`config.mk`:
```
export PLATFORM = sky130hd
export DESIGN_NAME = serial_word_source
export DESIGN_NICKNAME = d
export VERILOG_FILES = /design/src/rtl/serial_word_source.sv
export SDC_FILE = /design/constraint.sdc
export NUM_CORES = 1
export LEC_CHECK = 0
export CAP_MARGIN = 0
export CORE_UTILIZATION = 55
export DETAILED_ROUTE_END_ITERATION = 12
export DONT_BUFFER_PORTS = 1
export PLACE_DENSITY = 0.76
export SLEW_MARGIN = 25
export SYNTH_ARGS = -nofsm -noshare
export SYNTH_HDL_FRONTEND = slang
export SYNTH_SLANG_ARGS = --single-unit
```
`constraint.sdc`:
```
create_clock -name clk -period 1.64 [get_ports clk]
set_input_delay 0.492 -clock clk [delete_from_list [all_inputs] [get_ports clk]]
set_output_delay 0.492 -clock clk [all_outputs]
set_load 0.05 [all_outputs]
```
`src/rtl/serial_word_source.sv`:
```
// Parallel-to-serial word source feeding the sequence detector's din.
// One-word holding register keeps back-to-back words gap-free.
module serial_word_source #(
    parameter int WIDTH     = 8,
    parameter bit MSB_FIRST = 1'b1,
    parameter bit IDLE_BIT  = 1'b0
) (
    input  logic             clk,
    input  logic             rst,
    input  logic [WIDTH-1:0] data_in,
    input  logic             load_valid,
    output logic             load_ready,
    input  logic             shift_en,
    output logic             dout,
    output logic             dout_valid,
    output logic             word_done,
    output logic             busy
);

    localparam int CW = (WIDTH > 1) ? $clog2(WIDTH) : 1;
    localparam logic [CW-1:0] LAST = CW'(WIDTH - 1);

    typedef enum logic {IDLE, SHIFT} state_t;

    state_t           state;
    state_t           state_next;
    logic [WIDTH-1:0] sreg;
    logic [WIDTH-1:0] shifted;
    logic [WIDTH-1:0] hold;
    logic [CW-1:0]    cnt;
    logic             hold_full;
    logic             accept;
    logic             last;

    assign load_ready = !hold_full;
    assign accept     = load_valid && load_ready;
    assign last       = (state == SHIFT) && shift_en && (cnt == LAST);

    // Move the next bit toward the output end; vacated position fills with 0.
    always_comb begin
        if (MSB_FIRST) shifted = {sreg[WIDTH-2:0], 1'b0};
        else           shifted = {1'b0, sreg[WIDTH-1:1]};
    end

    always_ff @(posedge clk or negedge rst) begin
        if (!rst) state <= IDLE;
        else      state <= state_next;
    end

    always_comb begin
        state_next = state;
        unique case (state)
            IDLE:  if (accept) state_next = SHIFT;
            SHIFT: if (last && !hold_full && !accept) state_next = IDLE;
            default: state_next = IDLE;
        endcase
    end

    always_ff @(posedge clk or negedge rst) begin
        if (!rst) begin
            sreg      <= '0;
            cnt       <= '0;
            hold      <= '0;
            hold_full <= 1'b0;
        end else if (state == IDLE) begin
            if (accept) begin
                sreg <= data_in;
                cnt  <= '0;
            end
        end else begin
            if (shift_en) begin
                if (cnt == LAST) begin
                    cnt <= '0;
                    if (hold_full) begin
                        sreg      <= hold;
                        hold_full <= 1'b0;
                    end else if (accept) begin
                        sreg <= data_in;
                    end
                end else begin
                    sreg <= shifted;
                    cnt  <= cnt + CW'(1);
                end
            end
            // A word arriving on the boundary bypasses hold (handled above).
            if (accept && !last) begin
                hold      <= data_in;
                hold_full <= 1'b1;
            end
        end
    end

    always_comb begin
        dout       = IDLE_BIT;
        dout_valid = 1'b0;
        word_done  = 1'b0;
        busy       = hold_full;
        unique case (state)
            SHIFT: begin
                dout       = MSB_FIRST ? sreg[WIDTH-1] : sreg[0];
                dout_valid = 1'b1;
                word_done  = last;
                busy       = 1'b1;
            end
            default: ;
        endcase
    end

endmodule

```
==> run summary, run 1 <==
Final Wtd Congestion: 0.748
clock slew at reported path FFs: 0.12 ns
Cell Count, Final, Fillers Out: 142
Initial DRC Count: 13
critical path startpoint category: flip-flop
critical path cell sequence: ha_2 > ha_4 > nand2_4 > nor2_4
synth cell count leaders: 21 x dfrtp_1, 17 x mux2i_1, 12 x nand2_1
gr usage total: 22.5%
Cell Area, Synth: 1170 um^2
final core occ: 70.0%
endpoints failing setup: 1
#FFs+latches synth: 21
PnR worst setup slack: -0.219 ns
area leader, netlist: dfrtp_1
most common cell in the netlist: dfrtp_1
Clock Sink Count: 21
Design Power: 2.60 mW
wire length on met3: 100 um
LEAKAGE: 0.624 nW
number of nets in the final layout: 130
fmax: 538 MHz
DIE AREA: 2320 um^2
DR vias: 841
syn avg cell area: 11.5 um^2
DR WL/cell: 16.1 um
WP data required: 1.15 ns
post-route setup TNS: -0.219 ns
register area share after synthesis: 44.9%
CP delay by family, top: flip-flops
worst-path fanout max: 2
RSZ-0062 raised after global routing: yes
PD cells: 1880 nW/um^2
WP data arrival: 1.37 ns
hpwl dp: 1490 um
Hold Slack: 0.119 ns
CP bufs+invs: 0
Final Critical Period: 1.86 ns
Slew HR: 69.0%
CP Depth: 4
Inst Count DP: 135
violated checks: setup timing
Main synth FF type: dfrtp_1
run status: finished, violations left
Max-Cap Viols: 0
Core Rows: 16
vias per cell: 5.92
post-synth top area share: 44.9%
period utilization: 113%
H-tree Lvls: 1
CTS buffer count: 3
Slew Limit Fails: 0
endpoint class of the critical path: output pin
diode count: 0
die width: 48.1 um
Remaining DRCs: 0
Post-synth EDFFs: 0
M1 WL: 1030 um
number of I/O pins: 17
CP peak stage delay: 0.39 ns
worst vdd ir: 0.984 mV
Area growth, synth to finish: 18.6%
routed length on met2: 1130 um
Starting Density: 59.0%
Worst Setup Path Type: flip-flop to output pin
R2R cell count: 6
synth warn: 0
Vert. Die Dim: 48.1 um
Buffers on Ports: 0
Mapped Cells: 102
TritonRoute pass-1 iters: 4
clk_skew: 0.00319 ns
largest net degree at the start of global routing: 22
Detail Route Antenna Nets: 0
Hold Path Class: input port to async pin
layout cells sized above 1: 35.7%
Worst-Skew Late Latency: 0.30 ns
Mapped Nets: 116
Core ar.: 1980 um^2
Worst-Margin Slew: 0.465 ns
clock tree root buffer cell: clkbuf_4
top sig layer: met4
slowest cell on the critical path: dfrtp_1
initial antenna violation count: 0
async set-reset flop share out of synthesis: 100%
top post-synthesis cells by area: dfrtp_1 45%, mux2i_1 15%, mux2_4 10%, o221ai_1 6.0%, nor2b_1 4.8%
GR Overflow Total: 0
first-pass GRT wire length: 3530 um
clk buf depth: 2
CTS tree: built
final WL: 2280 um
final hold vios: 0
vias in the first global route: 814
Synth cell types: 25
registers in the layout, indices dropped and copies added (netlist names):
| signal | cells |
|---|---|
| hold_full | 1 |
| sreg | 8 |
| cnt | 3 |
| hold | 8 |
| state | 1 |
cell usage in the layout (no fill, tap or decap), drive strengths merged:
cell type	synthesis	final
buf	4	15
o221ai	8	8
nor2	4	4
a211oi	1	1
a31oi	1	1
ha	2	2
dfrtp	21	21
inv	2	2
clkbuf	2	3
nor2b	9	9
and4	1	1
or2	1	1
mux2i	17	17
mux2	8	8
nor3b	1	1
o21bai	1	1
and2	1	1
clkinv	1	2
o22ai	1	1
nand2	12	12
a31o	2	2
and3	1	1
nand2b	1	1
final cells by class:
| type | instances | area [um^2] |
|---|---|---|
| Multi-Input combinational cell | 72 | 644 |
| Inverter | 3 | 12.5 |
| Timing Repair Buffer | 15 | 143 |
| Sequential cell | 21 | 527 |
| Clock buffer | 3 | 22.5 |
| Fill cell | 154 | 594 |
| Clock inverter | 1 | 5.00 |
| Tap cell | 27 | 33.8 |
cell families after synthesis:
| logic type | Yosys count | synth area share, % |
|---|---|---|
| flops | 21 | 44.9 |
| buf+inv | 9 | 4.28 |
| fa+ha+maj | 2 | 2.14 |
| mux | 25 | 24.8 |
| compound gates | 14 | 10.4 |
| simple gates | 31 | 13.5 |
per-stage QoR:
| step | area [um^2] | setup slack (ns) |
|---|---|---|
| CTS | 1370 | -0.231 |
| floorplan | 1190 | 0.0220 |
| finish | 1390 | -0.219 |
| global route | 1390 | -0.283 |
| detailed placement | 1300 | 0.000774 |
| global placement | 1300 | 0.0258 |
where the power goes:
group / internal, mW / switching, mW / leakage, nW
sequential: 0.758 / 0.168 / 0.257
combinational: 0.751 / 0.678 / 0.350
clock: 0.0910 / 0.158 / 0.0177
path summary, 6_finish.rpt:
check                                         start                   to  slack (ns)
min in group clk                         data_in[6]  hold[6]$_DFFE_PN0P_        0.32
worst min register to register  hold[4]$_DFFE_PN0P_  sreg[4]$_DFFE_PN0P_        0.51
max in group asynchronous                       rst      state$_DFF_PN0_        1.18
worst min-delay path                            rst  hold[7]$_DFFE_PN0P_        0.12
worst max register to register   cnt[0]$_DFFE_PN0P_  hold[4]$_DFFE_PN0P_        0.03
worst max-delay path             cnt[0]$_DFFE_PN0P_            word_done       -0.22
layer usage:
layer | GRT usage, % | vias up
li1 | - | 395
met4 | 9.44 | 0
met2 | 35.1 | 19
met5 | 0 | -
met1 | 31.3 | 423
met3 | 3.70 | 4
what timing repair did:
| item | 4_1_cts | 5_1_grt |
|---|---|---|
| endpoints found under the setup margin | 4 | 16 |
| hold buffers | 1 | 0 |
| setup buffers | 2 | 2 |
| resized for setup | 6 | 6 |
| endpoints found under the hold margin | 21 | 0 |
| pin swaps | 2 | 4 |
Note: power is estimated with default switching activity, not from simulation.
==> run 2, diff against run 1 <==
Settings changed: CAP_MARGIN 0 to not set, GPL_ROUTABILITY_DRIVEN set to 0, TNS_END_PERCENT set to 20.
==> run summary, run 2 (synthesis results as in run 1) <==
Starting Density: 59.0% (unchanged)
CP peak stage delay: 0.39 ns (about the same)
largest net degree at the start of global routing: 22 (unchanged)
clk buf depth: 2 (unchanged)
final WL: 2270 um (-0.39%)
Worst-Skew Late Latency: 0.30 ns (about the same)
critical path startpoint category: flip-flop
post-route setup TNS: -0.214 ns (+0.00507 ns)
Clock Sink Count: 21 (unchanged)
run status: finished, violations left
clk_skew: 0.00857 ns (+0.00538 ns)
final core occ: 69.8% (-0.25 points)
commonest non-fill, non-tap cell in the layout: dfrtp_1
violated checks: setup timing
DR vias: 850 (+1.1%)
worst-path fanout max: 2 (unchanged)
Cell Count, Final, Fillers Out: 141 (-0.70%)
diode count: 0 (unchanged)
CTS buffer count: 3 (unchanged)
Buffers on Ports: 0 (unchanged)
Hold Slack: 0.117 ns (-0.00254 ns)
initial antenna violation count: 0 (unchanged)
Worst-Margin Slew: 0.465 ns (-0.000466 ns)
Detail Route Antenna Nets: 0 (unchanged)
endpoint class of the critical path: output pin
Slew Limit Fails: 0 (unchanged)
most frequent cells in the layout: 20 x dfrtp_1, 17 x mux2i_1, 10 x nand2_1
Largest regs: hold (8), sreg (8), cnt (3)
critical path cell sequence: ha_2 > ha_4 > nand2_4 > nor2_4
DIE AREA: 2320 um^2 (unchanged)
RSZ-0062 raised after global routing: yes
clock tree root buffer cell: clkbuf_4
layout cells sized above 1: 36.0% (+0.31 points)
DR WL/cell: 16.1 um (+0.31%)
CTS tree: built
Area growth, synth to finish: 18.2%
Core ar.: 1980 um^2 (unchanged)
first-pass GRT wire length: 3530 um (unchanged)
worst vdd ir: 1.01 mV (+2.2%)
WP data required: 1.15 ns (about the same)
number of nets in the final layout: 129 (-0.77%)
Design Power: 2.59 mW (-0.44%)
Remaining DRCs: 0 (unchanged)
WP data arrival: 1.36 ns (about the same)
Inst Count DP: 135 (unchanged)
hpwl dp: 1490 um (unchanged)
number of I/O pins: 17 (unchanged)
PnR worst setup slack: -0.214 ns (+0.00507 ns)
Slew HR: 69.0% (about the same)
vias per cell: 6.03 (+1.8%)
placed instance area: 1300 um^2 (unchanged)
Final Critical Period: 1.85 ns (-0.00508 ns)
Vert. Die Dim: 48.1 um (unchanged)
H-tree Lvls: 1 (unchanged)
endpoints failing setup: 1 (unchanged)
Max-Cap Viols: 0 (unchanged)
vias in the first global route: 814 (unchanged)
Hold Path Class: input port to async pin
final hold vios: 0 (unchanged)
Initial DRC Count: 16 (+3)
clock slew at reported path FFs: 0.12 ns (about the same)
Final Instance Area: 1380 um^2 (-0.36%)
period utilization: 113% (-0.31 points)
slowest cell on the critical path: dfrtp_1
PD cells: 1880 nW/um^2 (about the same)
fmax: 539 MHz (+0.27%)
dpl ws: 0.000774 ns (unchanged)
LEAKAGE: 0.621 nW (-0.40%)
die width: 48.1 um (unchanged)
Worst Setup Path Type: flip-flop to output pin
gr usage total: 22.5% (unchanged)
GR Overflow Total: 0 (unchanged)
TritonRoute pass-1 iters: 4 (unchanged)
Core Rows: 16 (unchanged)
-- run 2: cell count changes in the layout (fill, tap and decap cells not counted), sizes merged --
cell	change
buf	-1
-- run 2: metal layers --
layer / part of all wire, % / global-route usage, % / vias to the layer above
li1: - / - / 395
met3: 5.0 / 3.70 / 4
met2: 49 / 35.1 / 24
met5: 0 / 0 / -
met1: 45 / 31.3 / 427
met4: 1.2 / 9.44 / 0
-- run 2: cell type report --
class | instances | area [um^2]
multi-input cells | 72 | 647
clock inverters | 1 | 5.00
inverters | 3 | 12.5
fillers | 152 | 599
repair buffers | 14 | 135
flip-flops and latches | 21 | 527
well taps | 27 | 33.8
clock buffers | 3 | 22.5
-- run 2: worst max-delay path, delay by kind of cell, from the launching register on --
family / cells / cell delay (ns)
DFF: 1 / 0.39
adders and majority gates: 2 / 0.34
and+or+nand+nor: 2 / 0.34
-- run 2: final timing paths --
path | start | end | slack, ns | cells past startpoint
setup / recovery | cnt[0]$_DFFE_PN0P_ | word_done | -0.21 | 4
hold / removal | rst | hold[7]$_DFFE_PN0P_ | 0.12 | 1
setup reg to reg | cnt[0]$_DFFE_PN0P_ | hold[1]$_DFFE_PN0P_ | 0.04 | 6
hold reg to reg | hold[4]$_DFFE_PN0P_ | sreg[4]$_DFFE_PN0P_ | 0.51 | 2
max in group asynchronous | rst | state$_DFF_PN0_ | 1.18 | 1
min in group clk | data_in[6] | hold[6]$_DFFE_PN0P_ | 0.32 | 1
-- run 2: timing repair --
item	in CTS	in global routing
hold buffers	1	0
pin swaps	2	4
buffers inserted	2	1
gates resized for setup	6	7
hold endpoints to repair	21	0
setup endpoints to repair	4	16
-- run 2: report_power, final --
group | total (mW) | switching (mW) | internal (mW)
logic | 1.41 | 0.666 | 0.745
registers | 0.935 | 0.177 | 0.758
clock network | 0.247 | 0.156 | 0.0910
==> run 3, diff against run 2 <==
Settings changed: GPL_TIMING_DRIVEN set to 0.
==> run summary, run 3 (synthesis results as in run 1) <==
largest net degree at the start of global routing: 22 (unchanged)
initial antenna violation count: 0 (unchanged)
final WL: 2390 um (+5.1%)
Worst Setup Path Type: flip-flop to output pin
endpoint class of the critical path: output pin
Remaining DRCs: 0 (unchanged)
Hold Path Class: input port to async pin
GR Overflow Total: 0 (unchanged)
Final Critical Period: 1.88 ns (+0.0236 ns)
PnR worst setup slack: -0.238 ns (-0.0236 ns)
gr usage total: 22.3% (-0.21 points)
critical path startpoint category: flip-flop
placed instance area: 1220 um^2 (-5.8%)
hpwl dp: 1460 um (-2.5%)
H-tree Lvls: 1 (unchanged)
Largest regs: hold (8), sreg (8), cnt (3)
Max-Cap Viols: 0 (unchanged)
number of I/O pins: 17 (unchanged)
Starting Density: 59.0% (unchanged)
commonest non-fill, non-tap cell in the layout: dfrtp_1
layout cells sized above 1: 35.4% (-0.57 points)
Slew Limit Fails: 0 (unchanged)
PD cells: 1870 nW/um^2 (-0.57%)
first-pass GRT wire length: 3430 um (-2.7%)
vias in the first global route: 753 (-7.5%)
CTS buffer count: 3 (unchanged)
vias per cell: 5.96 (-1.2%)
clock power share: 9.7% (+0.2 points)
DIE AREA: 2320 um^2 (unchanged)
final hold vios: 0 (unchanged)
clock slew at reported path FFs: 0.12 ns (about the same)
WP data arrival: 1.39 ns (+0.03 ns)
violated checks: setup timing
Slew HR: 68.6% (-0.39 points)
Buffers on Ports: 0 (unchanged)
worst vdd ir: 0.908 mV (-9.7%)
Internal: 1.54 mW (-3.6%)
RSZ-0062 raised after global routing: yes
clock tree root buffer cell: clkbuf_4
Area growth, synth to finish: 17.9%
DR vias: 834 (-1.9%)
Clock Sink Count: 21 (unchanged)
number of nets in the final layout: 128 (-0.78%)
Core Rows: 16 (unchanged)
clk buf depth: 2 (unchanged)
top sig layer: met4
Worst-Skew Late Latency: 0.31 ns (about the same)
period utilization: 114% (+1.4 points)
endpoints failing setup: 6 (+5)
TritonRoute pass-1 iters: 4 (unchanged)
Combinational Power Share: 51.7% (-2.7 points)
Hold Slack: 0.115 ns (-0.00171 ns)
Reg power frac: 38.5% (+2.4 points)
Detail Route Antenna Nets: 0 (unchanged)
Net Switching: 1.03 mW (+3.6%)
run status: finished, violations left
CTS tree: built
DR WL/cell: 17.1 um (+5.8%)
most frequent cells in the layout: 19 x dfrtp_1, 17 x mux2i_1, 10 x nand2_1
Core ar.: 1980 um^2 (unchanged)
M1 WL: 1090 um (+7.8%)
Initial DRC Count: 17 (+1)
WP data required: 1.15 ns (about the same)
Worst-Margin Slew: 0.471 ns (+0.00589 ns)
wire length on met3: 94 um (-18%)
fill cell count: 152 (unchanged)
worst-path fanout max: 3 (+1)
Vert. Die Dim: 48.1 um (unchanged)
diode count: 0 (unchanged)
sw frac: 40.2% (+1.7 points)
Final Instance Area: 1380 um^2 (-0.27%)
routed length on met2: 1180 um (+5.1%)
clk_skew: 0.00529 ns (-0.00328 ns)
LEAKAGE: 0.593 nW (-4.5%)
die width: 48.1 um (unchanged)
fmax: 533 MHz (-1.3%)
## run 3: metal layers
metal	track usage (%)	vias up
li1	-	390
met4	8.33	0
met5	0	-
met3	4.07	4
met2	35.7	22
met1	30.3	418
## run 3: worst max-delay path, cell delays in order, from the launching register on
cell     delay (ns)
dfrtp_1        0.39
ha_2           0.20
ha_4           0.15
nand2_4        0.05
nor2_4         0.28
## run 3: path summary, 6_finish.rpt
kind / startpoint / end / slack [ns] / cells past startpoint
max: cnt[1]$_DFFE_PN0P_ / word_done / -0.24 / 4
min: rst / hold[7]$_DFFE_PN0P_ / 0.11 / 1
max reg2reg: cnt[1]$_DFFE_PN0P_ / sreg[0]$_DFFE_PN0P_ / -0.02 / 6
min reg2reg: hold[3]$_DFFE_PN0P_ / sreg[3]$_DFFE_PN0P_ / 0.51 / 2
max in group asynchronous: rst / state$_DFF_PN0_ / 1.17 / 1
min in group clk: data_in[0] / hold[0]$_DFFE_PN0P_ / 0.32 / 1
## run 3: power groups by stage
stage	Sequential [mW]	Clock (mW)	Combinational, mW
after floorplan	0.930	0	0.921
after global placement	0.965	0	1.04
after detailed placement	0.979	0	1.06
after CTS	0.988	0.259	1.23
after global routing	1.02	0.273	1.46
final	0.991	0.250	1.33
## run 3: per-stage QoR
stage                     utilization (%)  worst slack (ns)  power, mW  setup TNS, ns  instances
after global placement               61.7            -0.182       2.00          -2.00        129
after global routing                 69.6            -0.292       2.75          -1.35        140
after CTS                            67.5            -0.272       2.48         -0.592        137
final                                69.6            -0.238       2.57         -0.480        140
after detailed placement             61.7            -0.187       2.04          -2.23        129
after floorplan                         -            0.0220       1.85              0        102
## run 3: repair_timing
| item | 4_1_cts | 5_1_grt |
|---|---|---|
| setup endpoints to repair | 21 | 21 |
| setup buffers | 3 | 3 |
| gates cloned | 0 | 0 |
| pin swaps | 4 | 7 |
| hold endpoints to repair | 21 | 0 |
| resized for setup | 13 | 9 |
| hold buffers | 1 | 0 |
## run 3: cell type report
type / instances / area [um^2] / share of cell area [%]
buffer: 6 / 56.3 / 4.08
multi-input combinational: 72 / 661 / 47.9
sequential: 21 / 531 / 38.5
inverter: 3 / 20.0 / 1.45
clock buffer: 3 / 22.5 / 1.63
timing repair buffer: 7 / 50.0 / 3.63
clock inverter: 1 / 5.00 / 0.363
tap: 27 / 33.8 / 2.45
